`config.mk`:
```
export PLATFORM = sky130hd
export DESIGN_NAME = mux_rr_scheduler
export DESIGN_NICKNAME = d
export VERILOG_FILES = /design/src/rtl/mux_rr_scheduler.sv
export SDC_FILE = /design/constraint.sdc
export NUM_CORES = 1
export LEC_CHECK = 0
export CAP_MARGIN = 0
export CORE_MARGIN = 5
export CORE_UTILIZATION = 25
export CTS_CLUSTER_DIAMETER = 120
export DETAILED_ROUTE_END_ITERATION = 6
export PLACE_DENSITY = 0.53
export REMOVE_ABC_BUFFERS = 1
export SLEW_MARGIN = 40
export SYNTH_ARGS = -nofsm -noshare
export SYNTH_HDL_FRONTEND = slang
export SYNTH_SLANG_ARGS = --single-unit
export TNS_END_PERCENT = 100
```
`constraint.sdc`:
```
create_clock -name clk -period 10.4 [get_ports clk]
set_clock_uncertainty 0.2 [all_clocks]
set_input_delay 1.04 -clock clk [delete_from_list [all_inputs] [get_ports clk]]
set_output_delay 1.04 -clock clk [all_outputs]
set_load 0.01 [all_outputs]
```
`src/rtl/mux_rr_scheduler.sv`:
```
// Round-robin scheduler driving the select of an 8:1, 3-bit mux: grants one
// requester, waits a settle time, captures mux_y and hands it off on valid/ready.
module mux_rr_scheduler #(
  parameter int unsigned DWELL = 4
) (
  input  logic       clk,
  input  logic       rst_n,
  input  logic [7:0] req,
  input  logic [2:0] mux_y,
  output logic [2:0] sel,
  output logic [7:0] gnt,
  output logic [2:0] out_data,
  output logic       out_valid,
  input  logic       out_ready,
  output logic       busy
);

  localparam int unsigned DWELL_EFF = (DWELL == 0) ? 1 : DWELL;
  localparam logic [7:0]  CNT_LOAD  = 8'(DWELL_EFF - 1);

  typedef enum logic [1:0] {
    IDLE,
    SETTLE,
    PRESENT
  } state_t;

  state_t     state, state_nxt;
  logic [7:0] cnt, cnt_nxt;
  logic [2:0] ptr, ptr_nxt;
  logic [2:0] sel_nxt;
  logic [7:0] gnt_nxt;
  logic [2:0] data_nxt;
  logic       valid_nxt;

  logic [2:0] base;
  logic [2:0] win;
  logic       hit;

  // On a handshake edge ptr has not yet absorbed sel, so search from sel directly.
  always_comb begin
    base = (state == PRESENT) ? sel : ptr;
    win  = '0;
    hit  = 1'b0;
    for (int unsigned k = 1; k <= 8; k++) begin
      if (!hit && req[base + 3'(k)]) begin
        win = base + 3'(k);
        hit = 1'b1;
      end
    end
  end

  always_comb begin
    state_nxt = state;
    cnt_nxt   = cnt;
    ptr_nxt   = ptr;
    sel_nxt   = sel;
    gnt_nxt   = gnt;
    data_nxt  = out_data;
    valid_nxt = out_valid;

    case (state)
      IDLE: begin
        if (hit) begin
          sel_nxt   = win;
          gnt_nxt   = 8'b1 << win;
          cnt_nxt   = CNT_LOAD;
          state_nxt = SETTLE;
        end
      end
      SETTLE: begin
        if (cnt != '0) begin
          cnt_nxt = cnt - 8'd1;
        end else begin
          data_nxt  = mux_y;
          valid_nxt = 1'b1;
          state_nxt = PRESENT;
        end
      end
      PRESENT: begin
        if (out_valid && out_ready) begin
          ptr_nxt   = sel;
          valid_nxt = 1'b0;
          if (hit) begin
            sel_nxt   = win;
            gnt_nxt   = 8'b1 << win;
            cnt_nxt   = CNT_LOAD;
            state_nxt = SETTLE;
          end else begin
            gnt_nxt   = '0;
            state_nxt = IDLE;
          end
        end
      end
      default: begin
        state_nxt = IDLE;
        gnt_nxt   = '0;
        valid_nxt = 1'b0;
      end
    endcase
  end

  always_ff @(posedge clk or negedge rst_n) begin
    if (!rst_n) begin
      state     <= IDLE;
      cnt       <= '0;
      ptr       <= '1;
      sel       <= '0;
      gnt       <= '0;
      out_data  <= '0;
      out_valid <= 1'b0;
      busy      <= 1'b0;
    end else begin
      state     <= state_nxt;
      cnt       <= cnt_nxt;
      ptr       <= ptr_nxt;
      sel       <= sel_nxt;
      gnt       <= gnt_nxt;
      out_data  <= data_nxt;
      out_valid <= valid_nxt;
      busy      <= (state_nxt != IDLE);
    end
  end

endmodule
```
==> results.cfg, run 1 <==
[cts]
cts_resized = 0
clock-sinks = 29
clk_path_buf_depth = 2
cts_root_buf = clkbuf_8
cts_hold_buffers = 0
cts_buffers = 5
clk_pin_slew_ps = 70
clk_latency_ps = 280
cts_tree = built
ctsHtreeMaxLevel = 2
post_cts_buffers = 0

[setup_path]
setup.worst_path.start = state[1]$_DFF_PN0_
reg2reg_slack_ps = 5760
reg2reg_from = state[1]$_DFF_PN0_
worstReg2RegEnd = gnt[0]$_DFFE_PN0P_
critPathRequiredTime_ps = 10370
criticalPathCategory = flop to flop
critical_path.cell_chain = nor2b_1 > mux2i_1 > buf_4 > inv_2 > ha_1 > xnor2_2 > mux4_2 > o2111ai_1 > or3_1 > o21ai_2 > or4_4 > o32ai_1
endpoint = gnt[0]$_DFFE_PN0P_
start_kind = flop
r2r_cells = 12
arrival_ps = 4610
slowest_stage = or4_4
worstSetupEndpointType = flop
cpPeakStageDelay_ps = 630
crit_fanout = 17

[placed_design]
io_buffers = 29
dp.cells = 412
dpl_cell_area_mm2 = 0.002769
hpwl_um = 4777
gp_congestion = 0.8113

[cells_and_area]
utilization_pct = 30.94
final_area_mm2 = 0.002859
final_nets = 307
syn_to_final_growth_pct = 20.58
nFillCells = 984
fin_cells = 420
diodes = 0
layout-drive-gt1-share_pct = 12.37

[sta]
setup-violations-final = 0
min_period_ps = 4641
maxSlewHeadroom_pct = 54.65
finalMaxSlewViolations = 0
min_period_over_period_pct = 44.62
timing_worst_slew_pin_value_ps = 673.2
fin_tns_setup_ps = 0
rsz0062_at_grt = false
timing.fmax_ghz = 0.2155
hold_viol = 0

[synthesis]
synth_top_cell_by_area = dfrtp_1
ys_ff_latch = 29
yosys_most_used_dff = dfrtp_1
synthesis.area_mm2 = 0.002371
ys_seq_area_share_pct = 30.77
synth_edf_count = 0
synth_commonest_cells = nand2_1 (32), dfrtp_1 (26), mux2i_1 (18)
synth_top_cell_area_share_pct = 27.44
syn_avg_cell_area_um2 = 8.981
yosys_warnings = 0
syn_inst = 264
ys_types = 64
synth_top_cells_by_area = dfrtp_1 (27%), mux2i_1 (7.6%), nand2_1 (5.1%), dfstp_2 (3.3%), mux2_2 (3.3%)
synth_most_common_cell = nand2_1
async_reset_ff_share_pct = 100.0

[grt]
globalRouteOverflowTotal = 0
track_usage_pct = 11.20
grt_max_degree = 30
grt_pass1_wl_um = 10660
grt_pass1_vias = 2167
grt_antenna_before_repair = 0

[route]
via_count = 2177
drtIter0Drc = 118
drt_wl_total_um = 6388
drc = 0
wire_per_inst_um = 15.21
first_pass_iters = 4
vias_per_cell = 5.183
ant_nets = 0

[floorplan]
rows = 35
die_y_um = 107.4
core-area_mm2 = 0.009240
ios = 30
die_area_mm2 = 0.01153
die_w_um = 107.4
start_util_pct = 25.66

[worst_hold_path]
worst_hold_path_type = flop to flop

[pwr]
leakage_nw = 1.150
irDropWorstVdd_uv = 137.0
p_per_area_mw_per_mm2 = 334.4

[flow_run]
drv_cap = 0

[outcome]
status = complete, no violations
==> layer usage <==
| layer | track usage (%) | wire length, µm |
|---|---|---|
| met1 | 15.01 | 2970 |
| met2 | 17.74 | 2911 |
| met3 | 2.759 | 384 |
| met4 | 3.517 | 122 |
| met5 | 0 | 0 |
==> worst min-delay path by stage <==
stage	endpoint	slack, ps	depth (start not counted)	from
4_1_cts	out_data[0]$_DFFE_PN0P_	310	1	out_data[0]$_DFFE_PN0P_
3_5_place_dp	out_data[0]$_DFFE_PN0P_	300	1	out_data[0]$_DFFE_PN0P_
5_1_grt	out_data[0]$_DFFE_PN0P_	330	1	out_data[0]$_DFFE_PN0P_
3_3_place_gp	out_data[2]$_DFFE_PN0P_	290	1	out_data[2]$_DFFE_PN0P_
2_1_floorplan	cnt[6]$_DFFE_PN0P_	310	2	cnt[6]$_DFFE_PN0P_
6_report	out_data[0]$_DFFE_PN0P_	300	1	out_data[0]$_DFFE_PN0P_
==> area by class of cell <==
class / instances / area (µm²) / share of cell area [%]
repair buffers: 32 / 312.8 / 10.94
flip-flops and latches: 29 / 729.5 / 25.51
inverters: 15 / 58.81 / 2.057
clock buffers: 8 / 90.09 / 3.151
multi-input cells: 207 / 1506 / 52.69
well taps: 129 / 161.4 / 5.646
==> power breakdown <==
group	switching (mW)	leakage, nW	internal (mW)
clock network	0.0419	0.0455	0.0539
logic	0.372	0.747	0.279
registers	0.0496	0.357	0.160
==> logic make-up (layout without fill, tap and decap cells) <==
logic type / Yosys count / after routing / synth area share, %
AO/OA/AOI/OAI: 77 / 77 / 23.33
XOR/XNOR: 5 / 5 / 2.164
adder cells (fa/ha/maj): 3 / 3 / 1.583
buffers and inverters: 28 / 55 / 5.699
flip-flops: 29 / 29 / 30.77
multiplexers: 33 / 33 / 17.31
AND/OR/NAND/NOR: 89 / 89 / 19.16
==> stage by stage <==
| stage | hold WS, ps | power [mW] | worst slack, ps |
|---|---|---|---|
| 3_5_place_dp | 296.1 | 0.8563 | 5796 |
| 3_3_place_gp | 289.9 | 0.8606 | 5905 |
| 4_1_cts | 309.2 | 0.9572 | 5782 |
| 2_1_floorplan | 306.4 | 0.6645 | 5777 |
| 6_report | 304.6 | 0.9559 | 5759 |
| 5_1_grt | 330.0 | 1.038 | 5433 |
==> registers in the layout, summed over array words and instances (netlist names) <==
name,flops
state,2
sel,3
gnt,8
out_valid,1
cnt,8
ptr,3
out_data,3
busy,1
==> placed cells by master (no fill, tap or decap), types with 3 or more instances in the layout <==
| master | count |
|---|---|
| nand2_1 | 32 |
| clkdlybuf4s50_1 | 29 |
| dfrtp_1 | 26 |
| mux2i_1 | 18 |
| nor2_1 | 16 |
| inv_1 | 13 |
| a21oi_1 | 12 |
| nand2b_1 | 12 |
| o21ai_0 | 11 |
| o211ai_1 | 8 |
| o32ai_1 | 8 |
| mux2_2 | 7 |
| clkbuf_8 | 6 |
| or4_1 | 5 |
| o22ai_1 | 5 |
| nand4_1 | 4 |
| nand3_1 | 4 |
| mux2i_4 | 3 |
| or3_1 | 3 |
| xnor2_1 | 3 |
| nor3_1 | 3 |
| a2111oi_0 | 3 |
| ha_1 | 3 |
| buf_4 | 3 |
| dfstp_2 | 3 |
==> critical path: cells and delay by family (launching register included) <==
family          cells  cell delay (ps)
simple gates        3             1440
mux                 2              830
flops               1              490
xor+xnor            1              290
compound gates      3              670
buf+inv             2              340
fa+ha+maj           1              270
(Power assumes the default switching activity.)
==> inputs of run 2 (changes only) <==
PLACE_DENSITY = 0.55   (was 0.53)
clock period = 4 ns   (was 10.4 ns; I/O delays follow)
==> run 2 against run 1 <==
Design area up 3.7%. Register-to-register slack worse by 5500 ps. Non-clock buffer count grew 11. Wire length grew 1.9%. Combinational power grew to 2.8 times the previous value. Count of clock-buffer cells in the layout down 1. Largest power group unchanged.
==> results.cfg, run 2 (same netlist as run 1, synthesis figures left out) <==
[floorplan]
core-area_mm2 = 0.009240
die_area_mm2 = 0.01153
rows = 35
die_y_um = 107.4
die_w_um = 107.4
start_util_pct = 25.66
ios = 30

[sta]
min_period_over_period_pct = 94.23
rsz0062_at_grt = false
maxSlewHeadroom_pct = 57.62
timing.fmax_ghz = 0.2653
finalMaxSlewViolations = 0
setup-violations-final = 0
hold_viol = 0
min_period_ps = 3769
timing_worst_slew_pin_value_ps = 626.9
final.setup.worst_slack_ps = 230.7

[cts]
post_cts_buffers = 0
cts_hold_buffers = 0
ctsHtreeMaxLevel = 2
clk_pin_slew_ps = 60
clock-sinks = 29
cts_tree = built
clk_path_buf_depth = 2
cts_resized = 0
cts_buffers = 5
cts_root_buf = clkbuf_8
clk_latency_ps = 280

[route]
vias_per_cell = 5.079
ant_nets = 0
first_pass_iters = 4
via_count = 2189
drtIter0Drc = 88
wire_per_inst_um = 15.10
drc = 0
drt_wl_total_um = 6509

[setup_path]
criticalPathCategory = flop to flop
worstSetupEndpointType = flop
critPathRequiredTime_ps = 3970
slowest_stage = mux4_2
cpPeakStageDelay_ps = 600
crit_fanout = 7
arrival_ps = 3740
start_kind = flop
reg2reg_slack_ps = 230
critical_path.cell_chain = nor2b_1 > mux2i_1 > inv_2 > ha_1 > xnor2_2 > mux4_2 > o2111ai_1 > or3_4 > o21ai_2 > or4_4 > o32ai_1

[pwr]
p_per_area_mw_per_mm2 = 872.4
irDropWorstVdd_uv = 429.0
leakage_nw = 1.216

[placed_design]
dp.cells = 423
hpwl_um = 4890
pre_cts_slack_ps = 185.0
gp_congestion = 0.8676
io_buffers = 29

[grt]
use_met1_pct = 15.86
grt_busiest_layer = met2
track_usage_pct = 11.47
grt_pass1_wl_um = 10900
gr-usage-met2_pct = 18.10
grt.met3_usage_pct = 2.759
grt_antenna_before_repair = 0
globalRouteOverflowTotal = 0
grt_max_degree = 30
grt_pass1_vias = 2215

[cells_and_area]
syn_to_final_growth_pct = 25.01
fin_cells = 431
layout-drive-gt1-share_pct = 16.89
final_common_cell = nand2_1
final_nets = 318
nFillCells = 956
final_cell_mix = nand2_1 (32), clkdlybuf4s50_1 (29), dfrtp_1 (26)
utilization_pct = 32.08
top_regs = cnt: 8 flops, gnt: 8 flops
diodes = 0

[outcome]
status = complete, no violations

[worst_hold_path]
worst_hold_path_type = input pin to async pin

[flow_run]
drv_cap = 0
## run 2: changes by cell type in the layout (fill, tap and decap cells not counted), sizes merged
cell / delta
clkinv: +1
clkbuf: -1
buf: +11
## run 2: layout make-up
class / instances / area (µm²) / area share, %
Inverter: 15 / 58.81 / 1.984
Multi-Input combinational cell: 207 / 1518 / 51.20
Clock buffer: 7 / 96.34 / 3.250
Timing Repair Buffer: 43 / 395.4 / 13.34
Sequential cell: 29 / 729.5 / 24.61
Tap cell: 129 / 161.4 / 5.445
Clock inverter: 1 / 5.005 / 0.1688
## run 2: final timing paths
| path | endpoint | start | depth (start not counted) |
|---|---|---|---|
| max reg2reg | gnt[1]$_DFFE_PN0P_ | state[1]$_DFF_PN0_ | 11 |
| max in group asynchronous | ptr[1]$_DFFE_PN1P_ | rst_n | 2 |
| min reg2reg | out_data[0]$_DFFE_PN0P_ | out_data[0]$_DFFE_PN0P_ | 1 |
| min in group clk | out_data[0]$_DFFE_PN0P_ | out_data[0]$_DFFE_PN0P_ | 1 |
| max | gnt[1]$_DFFE_PN0P_ | state[1]$_DFF_PN0_ | 11 |
| min | cnt[6]$_DFFE_PN0P_ | rst_n | 2 |
## run 2: stage by stage
step	instance area, µm²	TNS, ps	total power, mW	hold slack (ps)
after floorplan	2295	-8443	1.728	-95.59
after global routing	2964	0	2.808	333.8
after CTS	2953	0	2.575	315.7
after global placement	2851	0	2.294	290.7
final	2964	0	2.586	309.7
after detailed placement	2851	0	2.294	299.5
## run 2: where the power goes
part           switching, mW  internal [mW]
sequential            0.0958          0.416
clock                  0.111          0.155
combinational           1.02          0.791
total                   1.22           1.36
## run 2: routing by layer
metal	part of all wire (%)	wire length, µm
met1	48	3125
met2	46	2983
met3	5.4	351
met4	0.74	48
met5	0	0
## run 2: critical path, delay by kind of cell (launching register included)
| family | cells | cell delay (ps) |
|---|---|---|
| AO/OA/AOI/OAI | 3 | 510 |
| XOR/XNOR | 1 | 300 |
| adder cells (fa/ha/maj) | 1 | 250 |
| buffers and inverters | 1 | 60 |
| flip-flops | 1 | 410 |
| multiplexers | 2 | 890 |
| AND/OR/NAND/NOR | 3 | 1050 |
==> patch 1 (config.mk and constraints of run 1) <==
Reset style: synchronous (`rst_n`), changed in one clocked block.
--- a/src/rtl/mux_rr_scheduler.sv
+++ b/src/rtl/mux_rr_scheduler.sv
@@ -101,3 +101,3 @@
 
-  always_ff @(posedge clk or negedge rst_n) begin
+  always_ff @(posedge clk) begin
     if (!rst_n) begin
Formal check against the unedited RTL: differs if rst_n is asserted again (counterexample within 4 cycles, from zero or initial values and one cycle with rst_n low); with rst_n held inactive, the same outputs for 10 cycles.
==> patch 1 against run 1 <==
Sequential cell count stayed put; count of clock-buffer cells in the layout is 1 lower; worst setup slack worse by 0.59 ns; combinational power is 22% lower; area after synthesis is 5.0% lower; final cell count is 5.0% lower; clock power is 24% higher; total power is 17% lower; final area is 3.9% lower; wire length is 5.2% lower.
==> patch 1: results (changes against run 1) <==
| Metric | Value |
|---|---|
| Sequential Power Share | `0.215 (-0.004)` |
| Hold EP | `gnt[3]` |
| Worst R2R End | `busy` |
| CP delay by family, top | `compound AO/OA/AOI/OAI gates` |
| Setup WS pre-CTS | `5.269 ns (-0.5272 ns)` |
| Reg2Reg Setup Slack | `5.17 ns (-0.59 ns)` |
| 1st-iter DRT viols | `103 (-13%)` |
| First-pass GRT wire length | `9.825 mm (-7.8%)` |
| Slowest CP cell | `o41a_1` |
| Hold Worst Slack | `0.2621 ns (-0.04250 ns)` |
| Worst R2R Start | `state[1]` |
| WL/cell | `15.19 um (-0.16%)` |
| Placed Area | `2626 um^2 (-5.2%)` |
| Logic power comb | `0.506 mW (-22%)` |
| CP Max Fanout | `14 (-3)` |
| Post-Layout Cell Count | `399 (-5.0%)` |
| Layout cells sized above 1 | `0.1271 (+0.003436)` |
| Pleak | `1.040 nW (-9.5%)` |
| Dpl cells | `391 (-5.1%)` |
| FILL cells | `933 (-5.2%)` |
| Vias in the first global route | `1997 (-7.8%)` |
| Post-detail-place hpwl | `4.522 mm (-5.3%)` |
| Relative slew slack | `0.4969 (-0.04956)` |
| Asr flop ratio synth | `0 (-1.000)` |
| Outcome | `completed` |
| Post-synth cell types | `61 (-4.7%)` |
| Most used flip-flop cell after synthesis | `dfxtp_1` |
| Top cells by area, synth | `dfxtp_1 (26%), mux2i_1 (8.9%), nor2_1 (5.7%)` |
| HP Start | `gnt[3]` |
| CP max stage delay | `0.68 ns (+0.05 ns)` |
| Largest net degree at the start of global routing | `15 (-50%)` |
| Most frequent cells after synthesis | `nor2_1 (34), dfxtp_1 (29), a21oi_1 (21), mux2i_1 (20), nand2_1 (15)` |
| Cell area power density | `289.9 nW/um^2 (-13%)` |
| Sw frac | `0.4470 (-0.03760)` |
| Mean post-synth cell area | `8.601 um^2 (-4.2%)` |
## patch 1: layer usage
layer / global-route usage / routed length (um)
met1: 0.1402 / 2806
met2: 0.1641 / 2734
met3: 0.02158 / 313
met4: 0.04840 / 206
met5: 0 / 0
## patch 1: area by class of cell
class,instances,share of cell area
Sequential cell,29,0.2113
Multi-Input combinational cell,208,0.5656
Clock inverter,1,0.01093
Clock buffer,7,0.03142
Timing Repair Buffer,31,0.1111
Inverter,15,0.02049
Tap cell,108,0.04918
## patch 1: worst max path at each step
stage / endpoint / slack (ns) / cells past startpoint / from
floorplan: busy / 5.70 / 12 / state[0]
global placement: busy / 5.40 / 12 / state[1]
CTS: busy / 5.24 / 12 / state[1]
detailed placement: busy / 5.27 / 12 / state[1]
global route: busy / 4.81 / 12 / state[1]
finish: busy / 5.17 / 12 / state[1]
## patch 1: kinds of logic after synthesis
family	share of synthesized area
fa+ha+maj	0.01666
xor+xnor	0.04275
mux	0.1688
flops	0.2576
buf+inv	0.05497
compound gates	0.2849
simple gates	0.1743
==> patch 2 (settings of run 1) <==
Without the edit above. The 3 states of `state_t` get a one-hot encoding in 3 bits.
--- a/src/rtl/mux_rr_scheduler.sv
+++ b/src/rtl/mux_rr_scheduler.sv
@@ -20,6 +20,6 @@
 
-  typedef enum logic [1:0] {
-    IDLE,
-    SETTLE,
-    PRESENT
+  typedef enum logic [2:0] {
+    IDLE    = 3'b001,
+    SETTLE  = 3'b010,
+    PRESENT = 3'b100
   } state_t;
Behaviour: same outputs for any inputs over 10 cycles, from zero or initial values and one cycle with rst_n low; not proved beyond that.
==> patch 2 against run 1 <==
Maximum frequency decreased by 1.6%; worst setup slack got worse by 0.074 ns; via count increased by 5.0%; non-clock buffer count decreased by 1; area after synthesis increased by 8.1%; final cell count increased by 4.5%; sequential cell count increased by 1; final area increased by 6.0%; wire length increased by 5.0%; critical path type unchanged.
Power is not compared: it rests on default switching activity, and its combinational part moved more than twofold at a synthesized area within 25%.
==> patch 2: results (changes against run 1) <==
| Metric | Value |
|---|---|
| Pleak | `1.164 nW` |
| Sequential area share after synthesis | `0.2948 (-0.01287)` |
| Most frequent cells after synthesis | `nor2_1 (27), dfrtp_1 (26), inv_1 (18), mux2i_1 (14)` |
| Port Buf Inserts | `29 (unchanged)` |
| FILL cells | `1103 (+12%)` |
| Worst-Skew Late Latency | `0.28 ns (about the same)` |
| WL/cell | `15.28 um (+0.49%)` |
| First-pass GRT wire length | `11.28 mm (+5.8%)` |
| Initial antenna violation count | `0 (unchanged)` |
| Placed Area | `2939 um^2 (+6.1%)` |
| N_diodes | `0 (unchanged)` |
| Reg2Reg Setup Slack | `5.69 ns (-0.07 ns)` |
| Biggest regs | `cnt x8, gnt x8` |
| Setup crit start kind | `register` |
| Top cells by area, synth | `dfrtp_1 (25%), mux2i_1 (5.5%), mux2_2 (4.4%)` |
| Post-CTS Resized | `0 (unchanged)` |
| Post-synth cell types | `66 (+3.1%)` |
| Nets | `319 (+3.9%)` |
| Vias in the first global route | `2227 (+2.8%)` |
| Post-CTS setup buffers | `0 (unchanged)` |
| Root Driver | `clkbuf_8` |
| Maximum clock path buffer count | `2 (unchanged)` |
| Post-detail-place hpwl | `5.158 mm (+8.0%)` |
| HP Start | `out_data[0]` |
| Max H-tree Level | `2 (unchanged)` |
| Relative slew slack | `0.5261 (-0.02037)` |
| Asr flop ratio synth | `1.000 (unchanged)` |
| Max IR drop VDD | `0.1116 mV` |
| CTS clk-pin slew, worst paths | `0.07 ns (about the same)` |
| Ys Warns | `0 (unchanged)` |
| Layout cells sized above 1 | `0.1386 (+0.01490)` |
| Inserted Clock Buffers | `5 (unchanged)` |
| GR Util All Layers | `0.1093 (-0.002785)` |
| Detailed Routing Iterations Pass 1 | `4 (unchanged)` |
| Post-synth EDFFs | `0 (unchanged)` |
| Routability cong. | `0.9075 (+12%)` |
| Via density | `5.205 (+0.42%)` |
| Hold WC Path Type | `register to register` |
| Critical path data arrival time | `4.69 ns (+0.08 ns)` |
| Worst R2R Start | `state[0]` |
| Outcome | `completed` |
| Largest net degree at the start of global routing | `31 (+3.3%)` |
| 1st-iter DRT viols | `100 (-15%)` |
| CP Max Fanout | `17 (unchanged)` |
[patch 2: cell count changes after synthesis, sizes merged, moves of 7 or more]
cell    before  now
nand2       32   10
a211oi       2   14
nand2b      13    1
nor2        16   27
mux2i       23   16
nor3         3   10
[patch 2: logic make-up (layout without fill, tap and decap cells)]
| family | after synthesis | in the layout | share of synthesized area |
|---|---|---|---|
| adder cells (fa/ha/maj) | 3 | 3 | 0.01464 |
| AO/OA/AOI/OAI | 90 | 90 | 0.2836 |
| multiplexers | 29 | 29 | 0.1347 |
| buffers and inverters | 35 | 58 | 0.06686 |
| XOR/XNOR | 10 | 10 | 0.03417 |
| AND/OR/NAND/NOR | 83 | 83 | 0.1713 |
| flip-flops | 30 | 30 | 0.2948 |
[patch 2: report_power, final]
part / total, mW / internal (mW) / switching [mW]
clock network: 0.0966 / 0.0533 / 0.0433
logic: 0.284 / 0.129 / 0.155
registers: 0.191 / 0.151 / 0.0395
total: 0.571 / 0.334 / 0.237
[patch 2: metal layers]
metal | vias up | GRT usage | routed length (um)
li1 | 1111 | - | -
met1 | 1106 | 0.1376 | 3069
met2 | 58 | 0.1910 | 3328
met3 | 10 | 0.01474 | 208
met4 | 0 | 0.03731 | 104
met5 | - | 0 | 0
[patch 2: per-stage QoR]
step / setup WS (ns) / util / std cells / hold WS (ns) / power, mW
floorplan: 6.333 / - / 264 / 0.2833 / 0.3758
global placement: 5.801 / 0.2886 / 431 / 0.2934 / 0.4785
detailed placement: 5.714 / 0.2886 / 431 / 0.2992 / 0.4783
CTS: 5.688 / 0.2975 / 439 / 0.3106 / 0.5811
global route: 5.327 / 0.2975 / 439 / 0.3478 / 0.6207
finish: 5.685 / 0.2975 / 439 / 0.3085 / 0.5713
[patch 2: final timing paths]
kind,endpoint,cells after the start
max reg2reg,gnt[6],12
min in group asynchronous,gnt[0],2
min,out_data[0],1
min reg2reg,out_data[0],1
max in group asynchronous,ptr[1],2
max,gnt[6],12
[patch 2: layout make-up]
cell class                      count  share of cell area
Clock buffer                        7             0.02849
Tap cell                          136             0.05615
Sequential cell                    30              0.2494
Timing Repair Buffer               31              0.1007
Clock inverter                      1            0.001652
Multi-Input combinational cell    215              0.5400
Inverter                           19             0.02353
[patch 2: worst max-delay path, stage by stage, from the launching register on]
cell       delay [ns]
dfstp_2          0.61
or3b_1           0.52
mux2i_4          0.55
inv_2            0.22
ha_1             0.46
inv_1            0.12
a211oi_2         0.32
a2bb2oi_1        0.30
o211ai_1         0.18
nor3_1           0.54
a21oi_1          0.14
a2bb2oi_1        0.25
o32ai_1          0.19
